**config.mk**
```make
export PLATFORM = sky130hd
export DESIGN_NAME = uart_rx_packet_parser
export DESIGN_NICKNAME = d
export VERILOG_FILES = /design/src/rtl/uart_rx_packet_parser.sv
export SDC_FILE = /design/constraint.sdc
export NUM_CORES = 1
export LEC_CHECK = 0
export ABC_AREA = 1
export BUFFER_PORTS_ARGS = -buffer_cell sky130_fd_sc_hd__clkbuf_2
export CAP_MARGIN = 10
export CORE_ASPECT_RATIO = 0.6
export CORE_MARGIN = 5
export CORE_UTILIZATION = 61
export CTS_CLUSTER_DIAMETER = 120
export DETAILED_ROUTE_END_ITERATION = 8
export PLACE_DENSITY = 0.77
export SLEW_MARGIN = 20
export SYNTH_ARGS = -nofsm -noshare
export SYNTH_HDL_FRONTEND = slang
export SYNTH_SLANG_ARGS = --single-unit
```
**constraint.sdc**
```tcl
create_clock -name clk -period 2.4 [get_ports clk]
set_input_delay 0.24 -clock clk [delete_from_list [all_inputs] [get_ports clk]]
set_output_delay 0.24 -clock clk [all_outputs]
set_load 0.1 [all_outputs]
```
**src/rtl/uart_rx_packet_parser.sv**
```systemverilog
// Frames bytes popped from the UART RX FIFO as SOF,LEN,PAYLOAD[LEN],CSUM packets and forwards
// checksum-verified payloads on a valid/ready stream; malformed or interrupted packets are dropped.
module uart_rx_packet_parser #(
    parameter int         MAX_DATA_BITS  = 9,
    parameter logic [7:0] SOF_BYTE       = 8'h7E,
    parameter int         MAX_PAYLOAD    = 16,
    parameter int         TIMEOUT_CYCLES = 50000
) (
    input  logic                     clk,
    input  logic                     rst_n,
    input  logic [MAX_DATA_BITS-1:0] rx_data,
    input  logic                     rx_data_valid,
    output logic                     rx_data_read,
    input  logic                     rx_error_in,
    output logic [7:0]               pkt_data,
    output logic                     pkt_valid,
    input  logic                     pkt_ready,
    output logic                     pkt_last,
    output logic [7:0]               pkt_len,
    output logic                     pkt_done,
    output logic                     pkt_err,
    output logic [1:0]               err_code,
    output logic                     busy
);

    localparam int IW = $clog2(MAX_PAYLOAD + 1);
    localparam int AW = (MAX_PAYLOAD > 1) ? $clog2(MAX_PAYLOAD) : 1;
    localparam int TW = (TIMEOUT_CYCLES > 1) ? $clog2(TIMEOUT_CYCLES) : 1;
    localparam logic [7:0]    MAX_LEN    = 8'(MAX_PAYLOAD);
    localparam logic [TW-1:0] TIMER_LAST = TW'(TIMEOUT_CYCLES - 1);

    localparam logic [1:0] ERR_CSUM    = 2'd0;
    localparam logic [1:0] ERR_LEN     = 2'd1;
    localparam logic [1:0] ERR_TIMEOUT = 2'd2;
    localparam logic [1:0] ERR_LINE    = 2'd3;

    typedef enum logic [2:0] {
        S_IDLE,
        S_LEN,
        S_PAYLOAD,
        S_CSUM,
        S_EMIT
    } state_t;

    state_t          r_state;
    state_t          w_state_next;
    logic            r_gap;
    logic [7:0]      r_len;
    logic [IW-1:0]   r_idx;
    logic [7:0]      r_sum;
    logic [TW-1:0]   r_timer;
    logic            r_pkt_err;
    logic [1:0]      r_err_code;
    logic            r_pkt_done;
    logic [7:0]      r_buf [MAX_PAYLOAD];

    logic [7:0]               w_byte;
    logic [7:0]               w_sum_next;
    logic                     w_in_pkt;
    logic                     w_can_pop;
    logic                     w_timeout;
    logic                     w_last;
    logic                     w_pop;
    logic                     w_xfer;
    logic                     w_err;
    logic [1:0]               w_err_code;
    logic                     w_done;
    logic [MAX_DATA_BITS-1:0] w_unused_rx;

    assign w_byte      = rx_data[7:0];
    assign w_unused_rx = rx_data;
    assign w_sum_next  = r_sum + w_byte;
    assign w_in_pkt    = (r_state == S_LEN) || (r_state == S_PAYLOAD) || (r_state == S_CSUM);
    // r_gap forces one idle cycle after every pop so the FIFO head can advance.
    assign w_can_pop   = rx_data_valid && !r_gap;
    assign w_timeout   = w_in_pkt && (r_timer == TIMER_LAST);
    assign w_last      = (8'(r_idx) == (r_len - 8'd1));

    // NOTE: combinational logic uses blocking '=' and assigns every output a default first,
    // so no latch can be inferred; all clocked state below uses non-blocking '<='.
    always_comb begin
        w_state_next = r_state;
        w_pop        = 1'b0;
        w_xfer       = 1'b0;
        w_err        = 1'b0;
        w_err_code   = r_err_code;
        w_done       = 1'b0;
        case (r_state)
            S_IDLE: begin
                w_pop = w_can_pop;
                if (w_pop && (w_byte == SOF_BYTE)) w_state_next = S_LEN;
            end
            S_LEN, S_PAYLOAD, S_CSUM: begin
                if (rx_error_in) begin
                    w_err        = 1'b1;
                    w_err_code   = ERR_LINE;
                    w_state_next = S_IDLE;
                end else if (w_timeout) begin
                    w_err        = 1'b1;
                    w_err_code   = ERR_TIMEOUT;
                    w_state_next = S_IDLE;
                end else if (w_can_pop) begin
                    w_pop = 1'b1;
                    if (r_state == S_LEN) begin
                        if ((w_byte == 8'd0) || (w_byte > MAX_LEN)) begin
                            w_err        = 1'b1;
                            w_err_code   = ERR_LEN;
                            w_state_next = S_IDLE;
                        end else begin
                            w_state_next = S_PAYLOAD;
                        end
                    end else if (r_state == S_PAYLOAD) begin
                        if (w_last) w_state_next = S_CSUM;
                    end else if (w_sum_next == 8'd0) begin
                        w_state_next = S_EMIT;
                    end else begin
                        w_err        = 1'b1;
                        w_err_code   = ERR_CSUM;
                        w_state_next = S_IDLE;
                    end
                end
            end
            S_EMIT: begin
                w_xfer = pkt_ready;
                if (w_xfer && w_last) begin
                    w_done       = 1'b1;
                    w_state_next = S_IDLE;
                end
            end
            default: w_state_next = S_IDLE;
        endcase
    end

    always_ff @(posedge clk) begin
        if (!rst_n) begin
            r_state    <= S_IDLE;
            r_gap      <= 1'b0;
            r_len      <= 8'd0;
            r_idx      <= '0;
            r_sum      <= 8'd0;
            r_timer    <= '0;
            r_pkt_err  <= 1'b0;
            r_err_code <= 2'd0;
            r_pkt_done <= 1'b0;
        end else begin
            r_state    <= w_state_next;
            r_gap      <= w_pop;
            r_pkt_err  <= w_err;
            r_err_code <= w_err_code;
            r_pkt_done <= w_done;
            if (w_pop || !w_in_pkt || (w_state_next == S_IDLE)) r_timer <= '0;
            else                                                r_timer <= r_timer + 1'b1;
            case (r_state)
                S_LEN: if (w_pop) begin
                    r_len <= w_byte;
                    r_sum <= w_byte;
                    r_idx <= '0;
                end
                S_PAYLOAD: if (w_pop) begin
                    r_sum <= w_sum_next;
                    r_idx <= r_idx + 1'b1;
                end
                S_CSUM: if (w_pop) r_idx <= '0;
                S_EMIT: if (w_xfer) r_idx <= w_last ? '0 : r_idx + 1'b1;
                default: ;
            endcase
        end
    end

    // NOTE: the payload buffer has no reset; every entry read in EMIT was written earlier in
    // the same packet, so clearing it would only add reset fan-out.
    always_ff @(posedge clk) begin
        if ((r_state == S_PAYLOAD) && w_pop) r_buf[r_idx[AW-1:0]] <= w_byte;
    end

    assign rx_data_read = w_pop && rst_n;
    assign pkt_valid    = (r_state == S_EMIT);
    assign pkt_data     = pkt_valid ? r_buf[r_idx[AW-1:0]] : 8'd0;
    assign pkt_last     = pkt_valid && w_last;
    assign pkt_len      = pkt_valid ? r_len : 8'd0;
    assign pkt_done     = r_pkt_done;
    assign pkt_err      = r_pkt_err;
    assign err_code     = r_err_code;
    assign busy         = (r_state != S_IDLE);

endmodule

```
Word level (Yosys, flattened, before mapping)
Memories as Yosys holds them, arrays and structs flattened. A register that Yosys moved wholly into a read port is not among the register bits.
Index checks and enable logic that the tools add are counted.
{"block": "word_totals", "output_inout_bits": 24, "regBits": 45, "mem_count": 1, "elab_cells": 106, "ram_bits": 128}
{"memory": "r_buf", "words": 16, "word_bits": 8, "read_ports": 1, "rd_clocked_by_memory_dff": 1, "wr": 1, "line": "55", "rtl": "logic [7:0] r_buf [MAX_PAYLOAD];"}
{"block": "op_classes", "reduce_logical": 31, "eq_ne": 14, "addsub": 4, "n_lt_le_gt_ge": 1, "muxes": 45, "bitwise_logic": 1}
{"operator": "$mux W8", "n": 4}
{"operator": "$mux W3", "n": 9}
{"operator": "$mux W5", "n": 4}
{"operator": "$add A16 B1 Y16 const B", "n": 1}
{"operator": "$eq A16 B16 Y1 const B", "n": 1}
{"operator": "$logic_not A8 Y1", "n": 2}
{"operator": "$mux W2", "n": 8}
{"operator": "$pmux W8 S2", "n": 1}
{"operator": "$pmux W5 S3", "n": 1}
{"operator": "$mux W1", "n": 14}
{"operator": "$pmux W3 S3", "n": 1}
{"operator": "$reduce_bool A3 Y1", "n": 3}
{"operator": "$add A8 B8 Y8", "n": 1}
{"operator": "$eq A5 B8 Y1", "n": 1}
{"operator": "$eq A8 B7 Y1 const B", "n": 1}
{"operator": "$gt A8 B5 Y1 const B", "n": 1}
{"operator": "$mux W4", "n": 2}
{"operator": "$ne A4 B4 Y1 const B", "n": 2}
{"operator": "$sub A8 B1 Y8 const B", "n": 1}
{"operator": "$logic_and A1 B1 Y1", "n": 7}
{"operator": "$eq A3 B2 Y1 const B", "n": 2}
{"operator": "$logic_not A3 Y1", "n": 2}
{"operator": "$reduce_and A2 Y1", "n": 3}
{"operator": "$add A5 B1 Y5 const B", "n": 1}
{"operator": "other kinds (15)", "n": 23}

Longest topological paths before layout
{"block": "depth", "word_depth": 12, "ltp_mapped": 18, "ltp_nobuf": 17}

Least setup slack after synthesis
No wires, ideal clock.
{"block": "synth_path", "path_type": "register to output", "startpoint": "register r_state[0]", "endpoint": "output port pkt_data[5]", "stages_incl_launch_ff": 7, "n_path_buf": 1, "arrival_time_ns": 3.886, "required_time_ns": 2.160, "setup_slack_ns": -1.726, "cell_sequence": "dfxtp_1 -> nor2_1 -> inv_2 -> nor2_1 -> inv_2 -> buf_1 -> a21oi_1"}
{"block": "synth_between", "elab_chain_cells": 2}
{"item": "start: declaration", "line": "45", "rtl": "state_t r_state;"}
{"item": "start signal: assignment", "line": "146", "rtl": "r_state <= w_state_next;"}
{"item": "$eq A3 B3 Y1", "line": "177", "rtl": "assign pkt_valid = (r_state == S_EMIT);"}
{"item": "net pkt_valid", "line": "16", "rtl": "output logic pkt_valid,"}
{"item": "$mux W8", "line": "178", "rtl": "assign pkt_data = pkt_valid ? r_buf[r_idx[AW-1:0]] : 8'd0;"}
{"item": "end: declaration", "line": "15", "rtl": "output logic [7:0] pkt_data,"}
The timed path passes the listed nets, and every way through them passes these cells.

==> impl_summary.log <==
[metrics] result of the run: finished, violations left
[metrics] violated checks: setup timing
[metrics] antenna diode count: 0
[metrics] area added between synthesis and finish: 20.67%
[metrics] fraction of the mapped netlist area in compound gates: 12.68%
[metrics] synthesized-area fraction occupied by and/or/nand/nor cells: 17.10%
[metrics] starting density of the core: 61.85%
[metrics] placement row count: 32
[metrics] cell area after placement: 8773 um2
[metrics] Filler Cells Inserted: 834
[metrics] maximum number of pins on one net before global-route repair: 37
[metrics] Setup violations, final: 1
[metrics] Final Worst Setup Slack: -0.01421 ns
[metrics] cts hold-fix bufs: 0
[metrics] classification of the worst setup path: flip-flop to primary output
[metrics] final clock period utilization by the worst path: 100.6%
[metrics] final net count: 891
[metrics] Worst Setup End Kind: primary output
[metrics] CP Launch Type: flip-flop
[metrics] Die Height: 98.01 um
[metrics] share of cells above drive strength 1: 21.58%
[metrics] most used cells in the layout excluding fill and tap cells: sky130_fd_sc_hd__edfxtp_1, sky130_fd_sc_hd__nor2_1, sky130_fd_sc_hd__nand2_1, sky130_fd_sc_hd__o21ai_0
[metrics] setup slack of the worst register-to-register path: 0.17 ns
[metrics] final core area utilization: 74.64%
[metrics] area of the core: 12730 um2
[metrics] CTS max path bufs: 2
[metrics] number of instances in the synthesized netlist: 795
[metrics] Leak Pwr: 3.501 nW
[metrics] hold-critical path endpoint: pkt_done
[metrics] commonest non-fill, non-tap cell in the layout: sky130_fd_sc_hd__edfxtp_1
[metrics] number of warning messages in the yosys log: 0
[metrics] first-pass iteration count of the detailed router: 5
[metrics] adder-cell share of the synthesized area: 2.320%
[metrics] number of antenna violations at the first check in global routing: 0
[metrics] level count of the clock H-tree: 4
[metrics] Fmax achieved: 0.4142 GHz
[metrics] worst hold path cell count: 3
[metrics] post-synthesis instance area: 7875 um2
[metrics] final-report hold violation count: 0
[metrics] cell at the root of the clock tree: sky130_fd_sc_hd__clkbuf_16
[metrics] Slew @ Worst Pin: 0.5519 ns
[metrics] R2R depth: 11
[metrics] combinational family with the most area after synthesis: simple AND/OR/NAND/NOR gates
[metrics] number of input and output port buffers inserted: 36
[metrics] start point of the worst min-delay path: pkt_ready
[metrics] clk_lat worst skew: 0.42 ns
[metrics] class of the tightest hold or removal check: input pin to flip-flop
[metrics] Routability Congestion: 0.9485
[metrics] normalized max-slew margin: 63.36%
[metrics] net count after synthesis: 823
[metrics] wire length of the first global-routing pass: 31810 um
[metrics] Crit Reg-Reg Endpoint: r_buf[10][7]
[metrics] setup repair after global routing missed its margin: true
[metrics] number of I/O pins: 38
[metrics] combined global-route utilization of all metal layers: 27.27%
[metrics] synth unique cells: 36
[metrics] area of all placed cells without fillers: 9503 um2
[metrics] most used flip-flop cell after synthesis: sky130_fd_sc_hd__edfxtp_1
[metrics] count of unresolved DRC violations after routing: 0
[metrics] sum of overflow across all layers after global routing: 0
[metrics] Final Hold Slack: 0.09328 ns
[metrics] peak supply drop: 0.4168 mV
[metrics] number of enable flip-flop cells after synthesis: 128
[metrics] Placement Setup Slack: 0.05077 ns
[metrics] total of max-cap violations: 0
[metrics] routed wire length: 20450 um
[metrics] number of buffers inserted during clock tree synthesis: 17
[metrics] min cycle time layout: 2.414 ns
[metrics] clock transition at the register clock pins on the worst setup and hold paths after CTS: 0.07 ns
[metrics] count of state elements after synthesis: 177
[metrics] part of the Yosys area used for sequential elements: 61.26%
[metrics] fin. max-slew vios: 0
[metrics] Crit path required time: 2.16 ns
[metrics] Power per Cell Area: 634.9 nW/um2
[metrics] Avg Inst Size Synth: 9.906 um2
[metrics] Via density: 5.978
[metrics] remaining number of nets flagged by the antenna check after routing: 0
[metrics] DR vias: 6253
[metrics] number of global-route vias before repair: 5849
[metrics] post-synthesis async set-or-reset flop share: 0%
[metrics] reg-to-reg critical path startpoint: r_timer[0]
[metrics] detailed-placement wirelength estimate: 13350 um
[metrics] average wire length per cell after detail routing: 19.55 um
[metrics] setup clock skew after layout: 0.01278 ns
[metrics] signal arrival time at the worst endpoint: 2.17 ns
[metrics] CTS tree: yes
[metrics] Worst Path Max Fanout: 36
[metrics] Die Area: 15360 um2
[metrics] clock sinks: 177
[metrics] die span in x: 156.7 um
[metrics] DRC violation total after the first TritonRoute iteration: 729
[metrics] post-synthesis share of cell area spent on xor and xnor gates: 2.002%
[metrics] multiplexer area fraction after synthesis: 0%
metal layers:
layer,global-route usage [%],up-vias,wire length (um)
met5,0,-,0
met4,8.200,0,405
met3,7.130,42,1925
met2,40.84,318,9386
met1,39.51,2993,8729
li1,-,2900,-
power by group:
part / internal, W / total [W] / leakage (nW) / switching, W
Combinational: 0.0000464 / 0.000163 / 1.68 / 0.000116
Sequential: 0.00327 / 0.00327 / 1.55 / 0.000000384
Clock: 0.00136 / 0.00260 / 0.273 / 0.00124
synthesized netlist by cell type (5+ instances only):
| cell type | n | area, um2 |
|---|---|---|
| sky130_fd_sc_hd__nor2_2 | 12 | 75.07 |
| sky130_fd_sc_hd__edfxtp_1 | 128 | 3844 |
| sky130_fd_sc_hd__nor2_1 | 138 | 518.0 |
| sky130_fd_sc_hd__dfxtp_1 | 49 | 980.9 |
| sky130_fd_sc_hd__o211ai_1 | 8 | 60.06 |
| sky130_fd_sc_hd__o22ai_1 | 8 | 50.05 |
| sky130_fd_sc_hd__ha_1 | 13 | 162.7 |
| sky130_fd_sc_hd__inv_2 | 13 | 48.80 |
| sky130_fd_sc_hd__a21oi_1 | 33 | 165.2 |
| sky130_fd_sc_hd__o221ai_1 | 24 | 210.2 |
| sky130_fd_sc_hd__o21ai_1 | 6 | 30.03 |
| sky130_fd_sc_hd__nand2_1 | 108 | 405.4 |
| sky130_fd_sc_hd__clkbuf_1 | 23 | 86.33 |
| sky130_fd_sc_hd__inv_1 | 48 | 180.2 |
| sky130_fd_sc_hd__nand3_1 | 37 | 185.2 |
| sky130_fd_sc_hd__nor4_1 | 5 | 31.28 |
| sky130_fd_sc_hd__o21ai_0 | 90 | 450.4 |
| sky130_fd_sc_hd__xnor2_1 | 7 | 61.31 |
| sky130_fd_sc_hd__xor2_1 | 11 | 96.34 |
| sky130_fd_sc_hd__nand4_1 | 5 | 31.28 |
layout make-up:
cell class	count	area [um2]	area share [%]
Sequential cell	177	4828	50.81
Clock inverter	15	127.6	1.343
Clock buffer	17	425.4	4.477
Timing Repair Buffer	78	719.4	7.571
Tap cell	170	212.7	2.238
Inverter	65	251.5	2.646
Multi-Input combinational cell	524	2938	30.92
worst max path at each step:
stage | endpoint | cells after the start
2_1_floorplan | pkt_data[0] | 7
3_3_place_gp | r_timer[13] | 15
3_5_place_dp | r_timer[13] | 15
4_1_cts | pkt_last | 12
5_1_grt | pkt_data[6] | 7
6_report | pkt_data[6] | 7
sequential cells by signal (all words and copies together), names as in the netlist, named ones only:
| signal | cells |
|---|---|
| err_code | 2 |
| pkt_done | 1 |
| pkt_err | 1 |
| r_buf | 128 |
| r_gap | 1 |
| r_idx | 5 |
| r_len | 8 |
| r_state | 3 |
| r_sum | 8 |
| r_timer | 16 |
what timing repair did:
action,in CTS,in global routing
setup buffers,1,0
pin swaps,2,4
gates cloned,0,0
resized for setup,10,29
endpoints found under the setup margin,6,96
per-stage QoR:
stage / instances / power (W) / setup TNS, ns
finish: 1046 / 0.006034 / -0.01421
CTS: 1046 / 0.006038 / 0
detailed placement: 1013 / 0.003490 / 0
floorplan: 795 / 0.003399 / 0
global placement: 1013 / 0.003486 / 0
global route: 1046 / 0.006194 / -0.1271
critical path, cell delays in order, from the launching register on:
cell	delay, ns
sky130_fd_sc_hd__dfxtp_2	0.41
sky130_fd_sc_hd__inv_4	0.10
sky130_fd_sc_hd__buf_12	0.18
sky130_fd_sc_hd__o21ai_0	0.27
sky130_fd_sc_hd__o22ai_2	0.15
sky130_fd_sc_hd__o211ai_1	0.33
sky130_fd_sc_hd__a21oi_4	0.10
sky130_fd_sc_hd__buf_12	0.18
cells by family after synthesis:
| kind of cell | Yosys count |
|---|---|
| XOR/XNOR | 18 |
| flip-flops | 177 |
| AND/OR/NAND/NOR | 320 |
| adder cells (fa/ha/maj) | 14 |
| buffers and inverters | 94 |
| AO/OA/AOI/OAI | 172 |
(Power assumes the default switching activity.)
